[src/rtl/sys_array_pkg.sv]
// sys_array_pkg: shared types and helpers for the systolic array slice.
package sys_array_pkg;
   typedef enum logic [1:0] {IDLE, WAIT, STREAM} drain_state_t;

   function automatic int idx_w(input int m);
      return (m > 1) ? $clog2(m) : 1;
   endfunction
endpackage

[src/rtl/sys_rowcol_counter.sv]
// sys_rowcol_counter: row-major (row, col) index walker with clear, enable and last flag.
module sys_rowcol_counter import sys_array_pkg::*; #(
   parameter int ROWS = 4,
   parameter int COLS = 4,
   localparam int RW = idx_w(ROWS),
   localparam int CW = idx_w(COLS)
) (
   input  logic          clk,
   input  logic          rst,
   input  logic          clr_i,
   input  logic          en_i,
   output logic [RW-1:0] row_o,
   output logic [CW-1:0] col_o,
   output logic          last_o
);
   logic [RW-1:0] row_q, row_d;
   logic [CW-1:0] col_q, col_d;
   logic          wrap;
   assign wrap   = col_q == CW'(COLS - 1);
   assign last_o = wrap && row_q == RW'(ROWS - 1);
   assign row_o  = row_q;
   assign col_o  = col_q;
   always_comb begin
      col_d = wrap ? '0 : col_q + 1'b1;
      row_d = last_o ? '0 : wrap ? row_q + 1'b1 : row_q;
   end
   always_ff @(posedge clk) begin
      if (rst || clr_i) begin
         row_q <= '0;
         col_q <= '0;
      end else if (en_i) begin
         row_q <= row_d;
         col_q <= col_d;
      end
   end
endmodule

[src/rtl/sys_result_drain.sv]
// sys_result_drain: snapshots the systolic result matrix after a settle delay
// and streams it row-major over valid/ready.
module sys_result_drain import sys_array_pkg::*; #(
   parameter int n             = 8,
   parameter int matrix_size   = 4,
   parameter int settle_cycles = 10,
   localparam int IW = idx_w(matrix_size)
) (
   input  logic                clk,
   input  logic                rst,
   input  logic                start,
   input  logic signed [2*n-1:0] dataC_in [matrix_size][matrix_size],
   output logic                busy,
   output logic                out_valid,
   input  logic                out_ready,
   output logic signed [2*n-1:0] out_data,
   output logic [IW-1:0]       out_row,
   output logic [IW-1:0]       out_col,
   output logic                out_last,
   output logic                done
);
   typedef logic signed [2*n-1:0] acc_t;
   localparam int SW = idx_w(settle_cycles + 1);

   drain_state_t state_q;
   logic [SW-1:0] cnt_q;
   logic          done_q;
   logic          capture;
   acc_t          buf_q [matrix_size][matrix_size];

   // Capture happens either straight from IDLE (zero settle) or when the settle count expires.
   assign capture = (state_q == IDLE && start && settle_cycles == 0) ||
                    (state_q == WAIT && cnt_q == '0);
   assign busy      = state_q != IDLE;
   assign out_valid = state_q == STREAM;
   assign done      = done_q;
   assign out_data  = buf_q[out_row][out_col];

   sys_rowcol_counter #(.ROWS(matrix_size), .COLS(matrix_size)) u_idx (
      .clk    (clk),
      .rst    (rst),
      .clr_i  (capture),
      .en_i   (out_valid && out_ready),
      .row_o  (out_row),
      .col_o  (out_col),
      .last_o (out_last)
   );

   always_ff @(posedge clk) begin
      if (rst) begin
         state_q <= IDLE;
         cnt_q   <= '0;
         done_q  <= 1'b0;
         buf_q   <= '{default: '0};
      end else begin
         done_q <= 1'b0;
         if (capture) buf_q <= dataC_in;
         case (state_q)
            IDLE: if (start) begin
               state_q <= (settle_cycles == 0) ? STREAM : WAIT;
               cnt_q   <= SW'(settle_cycles > 0 ? settle_cycles - 1 : 0);
            end
            WAIT: if (capture) state_q <= STREAM;
                  else cnt_q <= cnt_q - 1'b1;
            STREAM: if (out_ready && out_last) begin
               state_q <= IDLE;
               done_q  <= 1'b1;
            end
            default: state_q <= IDLE;
         endcase
      end
   end
endmodule

[config.mk]
export PLATFORM = sky130hd
export DESIGN_NAME = sys_result_drain
export DESIGN_NICKNAME = d
export VERILOG_FILES = /design/src/rtl/sys_array_pkg.sv /design/src/rtl/sys_rowcol_counter.sv /design/src/rtl/sys_result_drain.sv
export SDC_FILE = /design/constraint.sdc
export NUM_CORES = 1
export LEC_CHECK = 0
export CELL_PAD_IN_SITES_DETAIL_PLACEMENT = 1
export CELL_PAD_IN_SITES_GLOBAL_PLACEMENT = 2
export CORE_AREA = 2 2 192 241
export DETAILED_ROUTE_END_ITERATION = 6
export DIE_AREA = 0 0 194 243
export GPL_TIMING_DRIVEN = 0
export HOLD_SLACK_MARGIN = 0.05
export PLACE_DENSITY = 0.86
export SLEW_MARGIN = 15
export SYNTH_ARGS = -nofsm -noshare
export SYNTH_HDL_FRONTEND = slang
export SYNTH_SLANG_ARGS = --single-unit
[constraint.sdc]
create_clock -name clk -period 1.9 [get_ports clk]
set_input_delay 0.285 -clock clk [delete_from_list [all_inputs] [get_ports clk]]
set_output_delay 0.285 -clock clk [all_outputs]
set_load 0.02 [all_outputs]
# == Word level (Yosys, flattened, before mapping) ==
# Cells that the tools add are included.
# op_classes
n_addsub,3
n_lt_le_gt_ge,2
eq_ne,8
muxes,17
bitwise_logic,3
n_reduce_logical,14
# ops
cell,n
64-bit binary-select mux with 2-bit select,1
64-bit 2-to-1 mux,2
16-bit binary-select mux with 2-bit select,1
16-bit 2-to-1 mux,2
2-bit 2-to-1 mux,6
4-bit 2-to-1 mux,2
4-bit case mux with 2 select lines,1
2-bit equality test (second input constant),3
3-bit greater-or-equal comparator (second input constant),2
2-bit NOT with 3-bit output,2
2-bit case mux with 3 select lines,1
3-bit AND reduction,2
2-bit nonzero test,3
2-bit by 1-bit adder with 2-bit output (second input constant),2
1-bit logical AND,4
4-bit logical NOT,1
2-bit by 1-bit != test with 1-bit output (second input constant),2
2-bit != test (second input constant),2
4-bit by 1-bit subtractor with 4-bit output (second input constant),1
2-bit by 1-bit equality test with 1-bit output (second input constant),1
2-bit logical NOT,1
2-bit AND reduction,1
2-bit OR reduction,1
1-bit logical OR,1
2 further kinds,2
# word_totals
regBits,267
inputBits,260

# == Depth between registers and ports, before layout ==
# Gate-level depths: netlist of the first run.
# depth
word_depth,7
ltp_mapped,8
ltp_nobuf,5

# == Cells and area by module ==
# Synthesis of the first run repeated with hierarchy kept, for this count alone.
# hier_totals
cells_unflattened,1366
area_unflattened_um2,11987.7
# by_module_without_submodules
module,n_inst,cells_per_inst,area_per_inst_um2,seq_area_each_um2
sys_result_drain,1,1347,11786.3,5265.0
sys_rowcol_counter,1,19,201.4,80.1

# == Least setup slack after synthesis of the first run ==
# Ideal clock, no wire load.
# synth_path
kind,flip-flop to output port
startpoint,reg u_idx.row_q[1] (netlist: u_idx.row_o[1])
endpoint,out out_data[11]
t_arrival_ns,1.930
required_time_ns,1.615
slack_ns,-0.315
stages_incl_launch_ff,6
n_path_buf,2
path_cell_list,dfxtp_1 > buf_2 > buf_2 > mux4_2 > a22oi_1 > nand2_1
# synth_via
elab_chain_len,7
# synth_rtl
element,line,source
from (decl),sys_rowcol_counter.sv:16,"logic [RW-1:0] row_q, row_d;"
from (signal assigned),sys_rowcol_counter.sv:32,row_q <= row_d;
2-bit NOT with 3-bit output (not written as such),sys_result_drain.sv:37,assign out_data = buf_q[out_row][out_col];
64-bit binary-select mux with 2-bit select,sys_result_drain.sv:37,
64-bit 2-to-1 mux (not written as such) (2 in a row),sys_result_drain.sv:37,
16-bit binary-select mux with 2-bit select,sys_result_drain.sv:37,
16-bit 2-to-1 mux (not written as such) (2 in a row),sys_result_drain.sv:37,
to (decl),sys_result_drain.sv:16,"output logic signed [2*n-1:0] out_data,"
# No other way between the ends. The select of a mux whose other input is x is not followed.

# == Final worst setup path of the first run ==
# layout_path
startpoint,reg u_idx.row_q[1] (netlist: u_idx.row_o[1])
endpoint,out out_data[1]
# Same word-level chain as after synthesis.

==> impl_metrics.ini, run 1 <==
[drt]
met1Wirelength_um = 22400
drtIter0Drc = 819
vias = 12484
drc_errors = 0
met2_length_um = 28000
wl_met3_um = 2750
top_layer_used = met5
drtPass1Iterations = 5
wire_per_inst_um = 24.4
wl_um = 56000
vias_per_cell = 5.44
ant_nets = 0

[synth]
synth_edf_count = 0
synth_top_family_by_area = compound AO/OA/AOI/OAI gates
synthArstFlopShare_pct = 0
ys_top_cells_by_count = 267 x dfxtp_1, 259 x a21oi_1, 257 x nand3_1
synth-simple-area-share_pct = 12.9
synth_top_area_cell = dfxtp_1
synth_fa_ha_area_share_pct = 0.522
synth.most_common_cell = dfxtp_1
syn_area_per_cell_um2 = 8.76
synth_nets = 1632
muxShareOfSynthArea_pct = 12.3
synth_top_area_share_pct = 44.6
yosys-top-cells-area = dfxtp_1 45%, mux4_2 12%, a21oi_1 11%, nand3_1 11%, o21ai_0 11%
synthFlopType = dfxtp_1
yosys.area_share.xor_xnor_pct = 0
synth-seq-area-share_pct = 44.6
ys_types = 36
yosys_warnings = 0
synth_compound_area_share_pct = 23.9
synth-seq-cells = 267
syn-instance-count = 1367
syn_area_um2 = 12000

[clock_tree]
cts_max_level = 1
clock-sinks = 267
cts_buffers = 29
clkLatencyLatePin_ps = 570
cts_tree = yes
clockBufferDepth = 3
clockRootBuffer = clkbuf_16
ctsHoldBuffers = 0
path_clk_slew_ps = 60

[worst_setup_path]
end_kind = output pin
cp_max_fo = 5
reg2reg_depth = 8
rrSetupSlack_ps = 20
worstPathCellList = clkbuf_16 -> buf_16 -> mux4_2 -> a22oi_2 -> nand2_2 -> buf_6
r2r_end = buf_q[170]
slowest_delay_ps = 610
cp.required_ps = 1620
r2r_start = cnt_q[0]
cp_slowest_cell = mux4_2
critPathLaunchType = register
path_class = register to output pin
cp.arrival_ps = 2350

[global_routing]
grt_pass1_vias = 13100
grt_usage_pct = 22.7
antenna_found_initial = 3
grt_pass1_wl_um = 80900
overflow = 0
grt_max_degree = 20

[floorplanning]
dieArea_um2 = 47100
std_cell_rows = 87
die_y_um = 243
io_pins = 284
fp.dieW_um = 194
core_um2 = 44800
floorplan.initialDensity_pct = 26.7

[min_path]
hold_start = dataC_in[186]
holdCritPathClass = primary input to register
whs_path_depth = 3
whs_endpoint = buf_q[186]

[final_layout]
final_net_count = 1959
multi_input_area_um2 = 6190
drive_gt1_share_pct = 18.4
n_fill_cell = 5212
regArea_um2 = 5360
final_area_um2 = 17400
area_growth_syn_to_layout_pct = 45.2
finalNonFillerCells = 2294

[run_status]
status = complete, but fails checks
violations = negative setup slack

[sta]
maxSlewViolCount = 0
min_period_ps = 2640
period_share_pct = 139
setup_viol_count_final = 16
hold_violations = 0
max_freq_mhz = 379
rsz0062_at_grt = yes
max-slew-margin-rel_pct = 45.0
fin_skew_ps = 18.4
setup_slack_ps = -740
worst_pin_slew_ps = 824

[placement]
io_buffers = 282
post-dp-hpwl_um = 42800
placed_area_um2 = 15600
place.gp.congestion = 0.875
post-place-cells = 2227

[flow_run]
maxCapViolations = 0

[power]
p_per_area_nw_per_um2 = 973
p_leak_nw = 5.79
total_power_w = 0.0169
irDropWorstVdd_v = 0.000632
[flip-flops by register name (all words and copies together), names as in the netlist]
name	count
u_idx.row_o	2
state_q	2
done	1
u_idx.col_o	2
cnt_q	4
buf_q	256
[how the worst max path moves through the flow]
stage                   start           end  slack (ps)
6_report       u_idx.row_o[1]   out_data[1]        -740
2_1_floorplan  u_idx.row_o[0]  out_data[15]           1
3_5_place_dp   u_idx.row_o[0]  out_data[12]        -910
3_3_place_gp   u_idx.row_o[0]  out_data[10]        -870
4_1_cts        u_idx.row_o[1]   out_data[6]        -790
5_1_grt        u_idx.row_o[1]   out_data[1]        -780
[metal layers]
metal / global-route usage (%) / vias up
met5: 0 / -
met4: 11.9 / 2
met3: 3.02 / 128
met2: 39.9 / 423
met1: 27.0 / 6196
li1: - / 5735
[logic make-up after synthesis]
logic type	count (synthesis)
flops	267
fa+ha+maj	5
simple gates	305
buf+inv	169
compound gates	554
mux	67
[metrics by stage]
step | hold WS [ps] | utilization [%] | setup WS [ps] | setup TNS, ps
2_1_floorplan | 433 | - | 1.29 | 0
3_3_place_gp | 457 | 34.7 | -871 | -174590
3_5_place_dp | 468 | 34.7 | -909 | -134070
4_1_cts | 266 | 37.7 | -785 | -11620
5_1_grt | 306 | 38.8 | -776 | -12130
6_report | 279 | 38.8 | -740 | -10870
[power breakdown]
part / internal (W) / switching, W / total (W)
clock network: 0.00345 / 0.00241 / 0.00587
registers: 0.00608 / 0.000331 / 0.00641
logic: 0.00174 / 0.00291 / 0.00465
[worst max-delay path: cells and delay by family (launching register included)]
| family | cells | cell delay (ps) |
|---|---|---|
| simple gates | 1 | 90 |
| flops | 1 | 410 |
| mux | 1 | 610 |
| buf+inv | 3 | 470 |
| compound gates | 1 | 210 |
[repair_timing]
| item | CTS | global route |
|---|---|---|
| hold endpoints to repair | 0 | 0 |
| pin swaps | 12 | 30 |
| gates cloned | 1 | 4 |
| setup buffers | 11 | 2 |
| endpoints found under the setup margin | 260 | 260 |
| gates resized for setup | 224 | 235 |
[placed cells by master (no fill, tap or decap), types with 29 or more instances in the layout]
cell	n
a21oi_1	256
a22oi_2	30
buf_6	29
clkbuf_1	64
clkbuf_16	35
clkbuf_2	41
clkdlybuf4s50_1	259
dfxtp_1	261
mux4_2	64
nand3_1	256
o21ai_0	170
o21ai_1	84
[final cells by class]
cell class,count,share of cell area (%)
Multi-Input combinational cell,931,35.6
Sequential cell,267,30.8
Timing Repair Buffer,300,17.8
Buffer,162,5.92
Clock buffer,38,4.77
Tap cell,578,4.16
Clock inverter,13,0.806
Inverter,3,0.0648
Antenna cell,2,0.0288
Note: power is estimated with default switching activity, not from simulation.
==> run 2, diff against run 1 <==
--- a/config.mk
+++ b/config.mk
@@ -5,6 +5,7 @@
 export SDC_FILE = /design/constraint.sdc
 export NUM_CORES = 1
 export LEC_CHECK = 0
+export CAP_MARGIN = 20
 export CELL_PAD_IN_SITES_DETAIL_PLACEMENT = 1
 export CELL_PAD_IN_SITES_GLOBAL_PLACEMENT = 2
 export CORE_AREA = 2 2 192 241
@@ -12,7 +13,9 @@
 export DIE_AREA = 0 0 194 243
 export GPL_TIMING_DRIVEN = 0
 export HOLD_SLACK_MARGIN = 0.05
+export MAX_ROUTING_LAYER = met4
 export PLACE_DENSITY = 0.86
+export RECOVER_POWER = 100
 export SLEW_MARGIN = 15
 export SYNTH_ARGS = -nofsm -noshare
 export SYNTH_HDL_FRONTEND = slang
==> run 2 against run 1 <==
  * Maximum frequency is 0.80% higher
  * Setup slack better by 21 ps
  * Via count fell by 0.79%
  * The run still ends with negative setup slack left
  * Sequential share of layout area grew 0.25 points
  * Wire length decreased by 0.69%
==> impl_metrics.ini, run 2 (synthesized netlist as in run 1, its figures left out) <==
[sta]
fin_skew_ps = 9.07
setup_slack_ps = -719
min_period_ps = 2620
max-slew-margin-rel_pct = 39.4
maxSlewViolCount = 0
period_share_pct = 138
hold_violations = 0
max_freq_mhz = 382
worst_pin_slew_ps = 909
setup_viol_count_final = 133
setup_tns_ps = -19120
rsz0062_at_grt = yes

[worst_setup_path]
crit_buf_inv = 3
cp_top_family = multiplexers
end_kind = output pin
cp_max_fo = 10
rrSetupSlack_ps = -210
worstPathCellList = buf_12 -> buf_12 -> mux4_2 -> a22oi_2 -> nand2_2 -> buf_2
r2r_end = buf_q[196]
critPathLaunchType = register
slowest_delay_ps = 570
crit_end = out_data[11]
crit_start = u_idx.row_o[1]
critical_path_depth = 6
cp_slowest_cell = mux4_2
cp.required_ps = 1620
r2r_start = cnt_q[0]
reg2reg_depth = 7
cp.arrival_ps = 2330
path_class = register to output pin
cpMostUsedCell = buf_12

[run_status]
status = complete, but fails checks
violations = negative setup slack

[final_layout]
multi_input_area_um2 = 6210
final_core_util_pct = 38.5
final_net_count = 1956
regArea_um2 = 5360
drive_gt1_share_pct = 18.5
n_fill_cell = 5234
final_area_um2 = 17300
area_growth_syn_to_layout_pct = 44.2
final_common_cell = dfxtp_1
reg.largest.list = buf_q: 256 flops, cnt_q: 4 flops
largest_reg_flops = 256
top_register = buf_q
final_cell_mix = 261 x dfxtp_1, 259 x clkdlybuf4s50_1, 248 x a21oi_1, 245 x nand3_1, 194 x o21ai_0

[global_routing]
grt_pass1_wl_um = 80300
grt_max_degree = 20
antenna_found_initial = 3
overflow = 0
grt_usage_pct = 23.4
grt_pass1_vias = 12955

[floorplanning]
fp.dieW_um = 194
core_um2 = 44800
floorplan.initialDensity_pct = 26.7
io_pins = 284
dieArea_um2 = 47100
die_y_um = 243
std_cell_rows = 87

[placement]
pre_cts_slack_ps = -896
place.gp.congestion = 0.889
io_buffers = 282
post-dp-hpwl_um = 42800
placed_area_um2 = 15600

[drt]
wl_um = 55600
vias_per_cell = 5.40
vias = 12385
drc_errors = 0
drtIter0Drc = 862
ant_nets = 0
wire_per_inst_um = 24.2
drtPass1Iterations = 4

[power]
irDropWorstVdd_v = 0.000697
p_per_area_nw_per_um2 = 970
total_power_w = 0.0168
p_leak_nw = 5.75

[clock_tree]
path_clk_slew_ps = 60
cts_buffers = 29
clkLatencyLatePin_ps = 560
cts_tree = yes
clock-sinks = 267
ctsHoldBuffers = 0
cts_max_level = 1
clockRootBuffer = clkbuf_16
clockBufferDepth = 3

[flow_run]
maxCapViolations = 0

[min_path]
holdCritPathClass = primary input to register
==> run 2: cell count changes in the layout (fill, tap and decap cells not counted), moves of 4 or more <==
cell       delta
a22oi_2       -7
a22oi_1       +7
clkbuf_4      -5
a21oi_1       -8
nand3_1      -11
nand3_2      +11
o21ai_1      -21
buf_8         +4
clkbuf_2     +22
o21ai_0      +24
buf_4        -10
a21oi_2       +8
buf_6         -4
clkbuf_16     -5
==> run 2: timing repair <==
| action | CTS | global route |
|---|---|---|
| pin swaps | 16 | 18 |
| cloned | 2 | 0 |
| buffers inserted | 9 | 3 |
| endpoints found under the setup margin | 260 | 210 |
| gates resized for setup | 265 | 146 |
==> run 2: worst min-delay path by stage <==
stage                       to  depth (start not counted)  slack [ps]          start
finish               buf_q[22]                          3         280   dataC_in[22]
global route        buf_q[149]                          3         300  dataC_in[149]
CTS                 buf_q[186]                          3         270  dataC_in[186]
detailed placement  buf_q[132]                          2         470     buf_q[132]
global placement    buf_q[175]                          2         460     buf_q[175]
floorplan             buf_q[0]                          2         430    dataC_in[0]
==> run 2: layout make-up <==
class / instances / area share, %
flip-flops and latches: 267 / 31.1
well taps: 578 / 4.19
multi-input cells: 931 / 36.0
plain buffers: 163 / 5.99
clock inverters: 11 / 0.645
repair buffers: 296 / 17.3
inverters: 3 / 0.0652
diodes: 4 / 0.0580
clock buffers: 42 / 4.78
==> run 2: per-layer routing <==
| metal | wire (um) | vias to the layer above | global-route usage, % |
|---|---|---|---|
| met1 | 22600 | 6097 | 27.4 |
| met2 | 27900 | 437 | 40.4 |
| met5 | 0 | - | - |
| li1 | - | 5742 | - |
| met3 | 2630 | 109 | 2.35 |
| met4 | 2530 | 0 | 10.3 |
==> run 2: through the flow <==
| stage | instances | hold WS [ps] |
|---|---|---|
| after floorplan | 1367 | 433 |
| final | 2295 | 285 |
| after detailed placement | 2228 | 468 |
| after global routing | 2294 | 302 |
| after CTS | 2289 | 270 |
| after global placement | 2227 | 457 |
==> run 2: tightest hold or removal path, cell delays in order <==
cell	delay, ps
clkdlybuf4s50_1	400
nand3_1	70
a21oi_1	50
==> run 2: report_power, final <==
part | switching, W | total [W] | internal (W)
logic | 0.00292 | 0.00465 | 0.00173
registers | 0.000326 | 0.00640 | 0.00608
clock network | 0.00243 | 0.00570 | 0.00327
total | 0.00567 | 0.0168 | 0.0111
